## config.mk

```make
export PLATFORM = sky130hd
export DESIGN_NAME = telem_tx_flat
export DESIGN_NICKNAME = d
export VERILOG_FILES = /design/src/rtl/telem_tx_if.sv /design/src/rtl/telem_tx.sv /design/src/flat_wrapper.sv
export SDC_FILE = /design/constraint.sdc
export NUM_CORES = 1
export LEC_CHECK = 0
export CAP_MARGIN = 5
export CORE_UTILIZATION = 59
export DETAILED_ROUTE_END_ITERATION = 12
export PLACE_DENSITY = 0.94
export SLEW_MARGIN = 0
export SYNTH_ARGS = -nofsm -noshare
export SYNTH_HDL_FRONTEND = slang
export SYNTH_SLANG_ARGS = --single-unit
```

## constraint.sdc

```tcl
create_clock -name clk -period 3.8 [get_ports clk]
set_input_delay 0.76 -clock clk [delete_from_list [all_inputs] [get_ports clk]]
set_output_delay 0.76 -clock clk [all_outputs]
set_load 0.03 [all_outputs]
```

## src/rtl/telem_tx_if.sv

```systemverilog
// telem_tx_if: sample inputs and serial/status outputs of the telemetry
// transmitter. The producer (inertial side / bench) uses the master modport,
// telem_tx itself uses the slave modport.
interface telem_tx_if;
    logic        vld;
    logic        pwr_up;
    logic [15:0] ptch;
    logic [11:0] lft_spd;
    logic [11:0] rght_spd;
    logic [11:0] batt;
    logic        TX;
    logic        busy;
    logic [7:0]  drop_cnt;

    modport master (
        output vld, pwr_up, ptch, lft_spd, rght_spd, batt,
        input  TX, busy, drop_cnt
    );

    modport slave (
        input  vld, pwr_up, ptch, lft_spd, rght_spd, batt,
        output TX, busy, drop_cnt
    );
endinterface

```

## src/rtl/telem_tx.sv

```systemverilog
// telem_tx: decimated telemetry frame transmitter over UART 8N1.
// Every DECIM-th accepted vld pulse snapshots the inputs and sends a frame
// of A5 header + four 16-bit big-endian words. Triggers arriving while a
// frame is in flight are counted in a saturating drop counter.
// Optional feature: define TELEM_CHKSUM_EN to append an 8-bit sum of the
// payload bytes as a tenth byte.
// The state register runs one clock ahead of the registered TX line, so TX
// goes low on the edge after capture and busy is released one edge after
// the FSM returns to IDLE, exactly when the last stop bit ends.
module telem_tx #(
    parameter int BAUD_DIV = 2604,
    parameter int DECIM    = 8
) (
    input  logic         clk,
    input  logic         rst,
    telem_tx_if.slave    bus
);

`ifdef TELEM_CHKSUM_EN
    localparam int NBYTES = 10;
`else
    localparam int NBYTES = 9;
`endif

    localparam logic [15:0] BAUD_LAST = 16'(BAUD_DIV - 1);
    localparam logic [7:0]  DEC_LAST  = 8'(DECIM - 1);
    localparam logic [3:0]  BYTE_LAST = 4'(NBYTES - 1);

    typedef enum logic [1:0] {
        IDLE  = 2'd0,
        START = 2'd1,
        DATA  = 2'd2,
        STOP  = 2'd3
    } state_t;

    state_t      state_r;
    logic [15:0] baud_cnt_r;
    logic [2:0]  bit_idx_r;
    logic [3:0]  byte_idx_r;
    logic [7:0]  dec_cnt_r;
    logic [7:0]  drop_cnt_r;
    logic        tx_r;
    logic        busy_r;
    logic [15:0] snap_ptch_r;
    logic [15:0] snap_lft_r;
    logic [15:0] snap_rght_r;
    logic [15:0] snap_batt_r;

    logic        accept_s;
    logic        trig_s;
    logic        baud_end_s;
    logic [7:0]  cur_byte_s;

`ifdef TELEM_CHKSUM_EN
    // Modulo-256 sum of the eight payload bytes.
    function automatic logic [7:0] frame_chksum(input logic [15:0] w0,
                                                input logic [15:0] w1,
                                                input logic [15:0] w2,
                                                input logic [15:0] w3);
        logic [7:0] sum;
        sum = w0[15:8] + w0[7:0];
        sum = sum + w1[15:8] + w1[7:0];
        sum = sum + w2[15:8] + w2[7:0];
        sum = sum + w3[15:8] + w3[7:0];
        return sum;
    endfunction
`endif

    assign accept_s   = bus.vld & bus.pwr_up;
    assign trig_s     = accept_s & (dec_cnt_r == DEC_LAST);
    assign baud_end_s = (baud_cnt_r == BAUD_LAST);

    // Select the frame byte addressed by the byte index.
    always_comb begin
        cur_byte_s = 8'h00;
        case (byte_idx_r)
            4'd0:    cur_byte_s = 8'hA5;
            4'd1:    cur_byte_s = snap_ptch_r[15:8];
            4'd2:    cur_byte_s = snap_ptch_r[7:0];
            4'd3:    cur_byte_s = snap_lft_r[15:8];
            4'd4:    cur_byte_s = snap_lft_r[7:0];
            4'd5:    cur_byte_s = snap_rght_r[15:8];
            4'd6:    cur_byte_s = snap_rght_r[7:0];
            4'd7:    cur_byte_s = snap_batt_r[15:8];
            4'd8:    cur_byte_s = snap_batt_r[7:0];
`ifdef TELEM_CHKSUM_EN
            4'd9:    cur_byte_s = frame_chksum(snap_ptch_r, snap_lft_r,
                                               snap_rght_r, snap_batt_r);
`endif
            default: cur_byte_s = 8'h00;
        endcase
    end

    // Decimation counter and saturating drop counter.
    always_ff @(posedge clk) begin
        if (rst) begin
            dec_cnt_r  <= 8'd0;
            drop_cnt_r <= 8'd0;
        end else begin
            if (accept_s) begin
                if (trig_s) begin
                    dec_cnt_r <= 8'd0;
                end else begin
                    dec_cnt_r <= dec_cnt_r + 8'd1;
                end
            end
            if (trig_s && busy_r && (drop_cnt_r != 8'hFF)) begin
                drop_cnt_r <= drop_cnt_r + 8'd1;
            end
        end
    end

    // Frame FSM: snapshot capture, bit timing and registered TX/busy.
    always_ff @(posedge clk) begin
        if (rst) begin
            state_r     <= IDLE;
            baud_cnt_r  <= 16'd0;
            bit_idx_r   <= 3'd0;
            byte_idx_r  <= 4'd0;
            tx_r        <= 1'b1;
            busy_r      <= 1'b0;
            snap_ptch_r <= 16'd0;
            snap_lft_r  <= 16'd0;
            snap_rght_r <= 16'd0;
            snap_batt_r <= 16'd0;
        end else begin
            case (state_r)
                IDLE: begin
                    tx_r <= 1'b1;
                    if (trig_s && !busy_r) begin
                        snap_ptch_r <= bus.ptch;
                        snap_lft_r  <= {{4{bus.lft_spd[11]}}, bus.lft_spd};
                        snap_rght_r <= {{4{bus.rght_spd[11]}}, bus.rght_spd};
                        snap_batt_r <= {4'h0, bus.batt};
                        busy_r      <= 1'b1;
                        baud_cnt_r  <= 16'd0;
                        byte_idx_r  <= 4'd0;
                        state_r     <= START;
                    end else begin
                        busy_r <= 1'b0;
                    end
                end
                START: begin
                    tx_r <= 1'b0;
                    if (baud_end_s) begin
                        baud_cnt_r <= 16'd0;
                        bit_idx_r  <= 3'd0;
                        state_r    <= DATA;
                    end else begin
                        baud_cnt_r <= baud_cnt_r + 16'd1;
                    end
                end
                DATA: begin
                    tx_r <= cur_byte_s[bit_idx_r];
                    if (baud_end_s) begin
                        baud_cnt_r <= 16'd0;
                        if (bit_idx_r == 3'd7) begin
                            state_r <= STOP;
                        end else begin
                            bit_idx_r <= bit_idx_r + 3'd1;
                        end
                    end else begin
                        baud_cnt_r <= baud_cnt_r + 16'd1;
                    end
                end
                STOP: begin
                    tx_r <= 1'b1;
                    if (baud_end_s) begin
                        baud_cnt_r <= 16'd0;
                        if (byte_idx_r == BYTE_LAST) begin
                            state_r <= IDLE;
                        end else begin
                            byte_idx_r <= byte_idx_r + 4'd1;
                            state_r    <= START;
                        end
                    end else begin
                        baud_cnt_r <= baud_cnt_r + 16'd1;
                    end
                end
                default: begin
                    state_r <= IDLE;
                    tx_r    <= 1'b1;
                    busy_r  <= 1'b0;
                end
            endcase
        end
    end

    assign bus.TX       = tx_r;
    assign bus.busy     = busy_r;
    assign bus.drop_cnt = drop_cnt_r;

endmodule
```

## src/flat_wrapper.sv

```systemverilog
// flat-port wrapper written by rule: the top's interface ports become plain ports
module telem_tx_flat 
#(
    parameter int BAUD_DIV = 2604,
    parameter int DECIM    = 8
)
  (clk, rst, bus_vld, bus_pwr_up, bus_ptch, bus_lft_spd, bus_rght_spd, bus_batt, bus_TX, bus_busy, bus_drop_cnt);
  telem_tx_if bus_i ();
  input  logic clk;
  input  logic rst;
  input wire logic [$bits(bus_i.vld)-1:0] bus_vld;
  input wire logic [$bits(bus_i.pwr_up)-1:0] bus_pwr_up;
  input wire logic [$bits(bus_i.ptch)-1:0] bus_ptch;
  input wire logic [$bits(bus_i.lft_spd)-1:0] bus_lft_spd;
  input wire logic [$bits(bus_i.rght_spd)-1:0] bus_rght_spd;
  input wire logic [$bits(bus_i.batt)-1:0] bus_batt;
  output wire logic [$bits(bus_i.TX)-1:0] bus_TX;
  output wire logic [$bits(bus_i.busy)-1:0] bus_busy;
  output wire logic [$bits(bus_i.drop_cnt)-1:0] bus_drop_cnt;
  assign bus_i.vld = bus_vld;
  assign bus_i.pwr_up = bus_pwr_up;
  assign bus_i.ptch = bus_ptch;
  assign bus_i.lft_spd = bus_lft_spd;
  assign bus_i.rght_spd = bus_rght_spd;
  assign bus_i.batt = bus_batt;
  assign bus_TX = bus_i.TX;
  assign bus_busy = bus_i.busy;
  assign bus_drop_cnt = bus_i.drop_cnt;
  telem_tx #(.BAUD_DIV(BAUD_DIV), .DECIM(DECIM)) u_core (.clk(clk), .rst(rst), .bus(bus_i));
endmodule
```

Yosys cells after proc, flatten, opt, wreduce, memory -nomap -nowiden

Index checks and enable logic that the tools add are counted.

Register bits: 95
Output and inout port bits: 10
Logic and storage cells: 80

$add $sub $neg: 5
$lt $le $gt $ge: 1
Equality and inequality tests: 22
Multiplexer cells: 24
Bitwise logic cells: 2
Reduce and logical (&&, ||, !) cells: 14

Operators with widths:

| cell                    | count |
|---|---|
| $pmux W8 S9             | 1 |
| $mux W16                | 2 |
| $pmux W16 S2            | 1 |
| $add A16 B1 Y16 const B | 1 |
| $add A8 B1 Y8 const B   | 2 |
| $eq A16 B12 Y1 const B  | 1 |
| $eq A4 B3 Y1 const B    | 4 |
| $mux W4                 | 3 |
| $mux W2                 | 5 |
| $ne A2 B1 Y1 const B    | 5 |
| $mux W3                 | 3 |
| $eq A4 B2 Y1 const B    | 2 |
| $eq A8 B3 Y1 const B    | 1 |
| $mux W8                 | 1 |
| $ne A8 B8 Y1 const B    | 1 |
| $pmux W2 S4             | 1 |
| $pmux W4 S2             | 1 |
| $reduce_and A4 Y1       | 2 |
| $pmux W3 S2             | 1 |
| $reduce_and A5 Y1       | 1 |
| $add A4 B1 Y4 const B   | 1 |
| $eq A2 B2 Y1 const B    | 2 |
| $eq A4 B1 Y1 const B    | 1 |
| $eq A4 B4 Y1 const B    | 1 |
| other kinds (17)        | 24 |

Depth between registers and ports, before layout

Word-level depth: 5
Gate-level depth with buffers: 10
Gate-level depth less buffers: 8

Least setup slack after synthesis

Ideal clock, no wire load.

Kind: in2reg
Start point: input bus_vld
End point: register u_core.byte_idx_r[1]
Setup time: 0.128 ns
Arrival: 1.966 ns
Setup slack: 1.707 ns
Cell stages on the path: 7
Buffers on the path: 1
Path through: nand4_1 > nor3_4 > and3b_1 > buf_4 > a21oi_1 > a22oi_1 > nor2_1

Word-level cells in the longest chain between the ends: 5

RTL lines:

| element                            | line               | text |
|---|---|---|
| start: declaration                 | flat_wrapper.sv:11 | `input wire logic [$bits(bus_i.vld)-1:0] bus_vld;` |
| $and A1 B1 Y1                      | telem_tx.sv:69     | `assign accept_s = bus.vld & bus.pwr_up;` |
| $and A1 B1 Y1                      | telem_tx.sv:70     | `assign trig_s = accept_s & (dec_cnt_r == DEC_LAST);` |
| $logic_and A1 B1 Y1                | telem_tx.sv:130    | `if (trig_s && !busy_r) begin` |
| $ne A2 B1 Y1 (no source line)      | -                  |  |
| $reduce_and A4 Y1 (no source line) | -                  |  |
| end signal: assignment             | telem_tx.sv:173    | `byte_idx_r <= byte_idx_r + 4'd1;` |
| end: declaration                   | telem_tx.sv:39     | `logic [3:0] byte_idx_r;` |

No other way between the ends.
A chain may end at the register's enable or synchronous reset.

Worst setup path after layout

Start point: input bus_vld
End point: register u_core.byte_idx_r[0]

The elaborated chain is that of the path after synthesis.

==> run metrics <==
gr ovfl total 0; Sum Neg Setup Slack 0 ns; WL final 11.9 mm; distinct cell type count after synthesis 60; post-cts hold buffer count 0; H-tree levels 3; filler instances 547; core box area 7370 sq um; Multi-input gate area 2470 sq um; CTS-repair resized insts 0; reg-to-reg startpoint u_core.byte_idx_r[2]$_SDFFE_PP0P_; Setup crit start kind input pin; CP max FO 31; TritonCTS clock tree yes; relative max-transition margin 38.0%; post-CTS setup buffers 0; Main synth FF type dfxtp_1; Peak VDD IR 0.000279 V; DR vias/cell 6.12; Worst Max-Slew Pin Slew 0.930 ns; Yosys top cell by area dfxtp_1; die area 8140 sq um; final setup violating endpoints 0; ys async rst share 0%; Post-DP HPWL 8.19 mm; Hold WC Path Type flop to flop; row cnt 31; initial antenna violation count 0; worst hold path cell count 2; CP arrival 2.93 ns; Synth Instances 583; # diodes 0; Crit-path slowest cell clkdlybuf4s50_1; status complete, no violations; Reg2Reg Depth 6; hold path startpoint u_core.snap_batt_r[6]$_SDFFE_PP0P_; Final period util 71.3%; CTS max path bufs 2; post-route ant nets 0; clk_lat worst skew 0.37 ns; crit-path cells clkdlybuf4s50_1 -> nand4_1 -> nor3_4 -> and3b_2 -> buf_4 -> a21oi_1 -> mux2i_1 -> nor2_1; Critical Path RT 4.02 ns; unrepaired setup endpoints after global routing no; Initial Util 62.3%; largest cells by area after synthesis dfxtp_1 (41%), nand2_1 (11%), a21oi_1 (8.9%), nor2_1 (3.8%), ha_1 (3.8%); Area Overhead vs Synth 18.3%; share of the synthesized area in the top cell type 41.4%; Power, Total 0.00192 W; Syn Area/Cell 7.88 sq um; first-pass GRT wire length 19.7 mm; worst r2r dst u_core.bus.TX$_SDFF_PP1_; worst hold endpoint u_core.snap_batt_r[6]$_SDFFE_PP0P_; EDFF count, synth 0; CP max stage delay 0.48 ns; via count 4487; M1 WL 4.89 mm; Highest Clock Rate 369 MHz; Tmin final 2.71 ns; drt pass-1 iters 6; routability cong. 0.943; IO Port Bufs 65; clock skew 0.0166 ns; final hold vios 0; CP bufs+invs 2; Power Density 354 nW/um^2; Sink Count 95; met2 WL post-DR 5.84 mm; WL/cell 16.2 microns; highest metal used met4; critical path depth 8; Setup crit end kind flop; Iteration-0 DRC Markers 312; Die Y 90.2 microns; TritonCTS Buffers 9; Max Cap Viol 0; DRC errors left 0; Final Max Slew Viols 0; static leakage 1.76 nW; Die X-Extent 90.2 microns; FF/Latch Area 1900 sq um; Reg clk slew, reported paths 0.10 ns; Synthesis Warnings 0; share of cells above drive strength 1 4.73%; R2R setup slack 1.22 ns; mapped cell area 4590 sq um; Nets 699; number of global-route vias before repair 4240; clock root cell clkbuf_8; Syn Nets 653; largest net degree at the start of global routing 54; total I/O pin count 66; Setup Crit Path Kind input pin to flop; Total GRT Usage 29.6%; sequential share of the synthesized area 41.4%; Crit path max-delay family simple AND/OR/NAND/NOR gates; DR WL met3 724 microns; register bit count reported by yosys 95
## state kept, by name, summed over array words and instances, names as in the netlist
register,count
u_core.snap_batt_r,12
u_core.byte_idx_r,4
u_core.bus.TX,1
u_core.snap_ptch_r,16
u_core.snap_lft_r,12
u_core.bus.busy,1
u_core.state_r,2
u_core.baud_cnt_r,16
u_core.snap_rght_r,12
u_core.dec_cnt_r,8
u_core.bus.drop_cnt,8
u_core.bit_idx_r,3
## area by class of cell
type / instances / share of cell area [%]
sequential: 95 / 35.0
tap: 99 / 2.28
inverter: 11 / 0.760
multi-input combinational: 442 / 45.6
clock inverter: 6 / 1.24
timing repair buffer: 70 / 12.8
clock buffer: 10 / 2.35
## kinds of logic after synthesis
group	synth area share, %
AND/OR/NAND/NOR	26.6
AO/OA/AOI/OAI	19.9
flip-flops	41.4
buffers and inverters	4.74
XOR/XNOR	2.67
adder cells (fa/ha/maj)	3.81
multiplexers	0.872
## per-layer routing
metal | track usage (%) | vias to the layer above
li1 | - | 2139
met4 | 14.9 | 0
met1 | 34.6 | 2133
met3 | 5.67 | 41
met5 | 0 | -
met2 | 51.5 | 174
## report_power, final
part           internal [W]  total (W)  switching (W)
logic              0.000108   0.000245       0.000136
registers           0.00101    0.00102     0.00000945
clock network      0.000308   0.000662       0.000354
## worst max path at each step
stage	endpoint	slack, ns	start
floorplan	u_core.byte_idx_r[1]$_SDFFE_PP0P_	1.71	bus_vld
global placement	u_core.byte_idx_r[1]$_SDFFE_PP0P_	0.88	bus_vld
detailed placement	u_core.byte_idx_r[0]$_SDFFE_PP0P_	0.75	bus_pwr_up
CTS	u_core.byte_idx_r[0]$_SDFFE_PP0P_	1.11	bus_vld
global route	u_core.byte_idx_r[0]$_SDFFE_PP0P_	1.06	bus_vld
finish	u_core.byte_idx_r[0]$_SDFFE_PP0P_	1.09	bus_vld
## cell usage after synthesis, types with 2 or more instances
library cell  number
nor2_1            47
nand4_1            9
nand2_1          133
a21oi_1           82
o21a_1             3
a311oi_1           3
a21o_1             2
and3_1             7
nor3b_1            4
a222oi_1           2
nor4b_1            2
a221oi_1           6
nand3b_1           2
clkbuf_1          25
nand4b_1           2
a41oi_1            2
nand2b_1           6
a31oi_1            4
nor4bb_1           2
nor4_1             4
xor2_1             6
nor3_1            13
a211oi_1           5
or3_1              2
o21ai_0           18
buf_6              5
and3b_1            2
a2111oi_0          2
inv_1              9
or2_2              2
dfxtp_1           95
nor2b_1            2
nand3_1           16
clkinv_1           2
buf_2              3
xnor2_1            8
mux2i_1            4
a22oi_1            7
ha_1              14
## worst reg2reg max path, stage by stage (launching register included)
cell      delay, ns
dfxtp_1        0.89
clkinv_1       0.58
nor2_1         0.23
a31oi_1        0.06
o221ai_1       0.20
a21oi_1        0.10
o41ai_1        0.42
## per-stage QoR
step	setup WS, ns	instance area (sq um)	utilization [%]	cells	hold WS [ns]
floorplan	1.71	4590	-	583	0.431
global placement	0.876	5240	71.1	717	0.440
detailed placement	0.755	5240	71.1	717	0.450
CTS	1.11	5430	73.7	733	0.462
global route	1.06	5430	73.7	733	0.477
finish	1.09	5430	73.7	733	0.463
## cell usage in the layout, fill, tap and decap left out, types with 5 or more instances in the layout
cell type	synthesis	layout
a211oi_1	5	5
a21oi_1	82	82
a221oi_1	6	6
a22oi_1	7	7
and3_1	7	7
clkbuf_8	0	9
clkdlybuf4s50_1	0	64
dfxtp_1	95	95
ha_1	14	14
inv_1	9	9
nand2_1	133	133
nand2b_1	6	6
nand3_1	16	16
nand4_1	9	9
nor2_1	47	47
nor3_1	13	13
o21ai_0	18	18
xnor2_1	8	8
xor2_1	6	6
No activity file was read; power rests on OpenSTA's default activity.
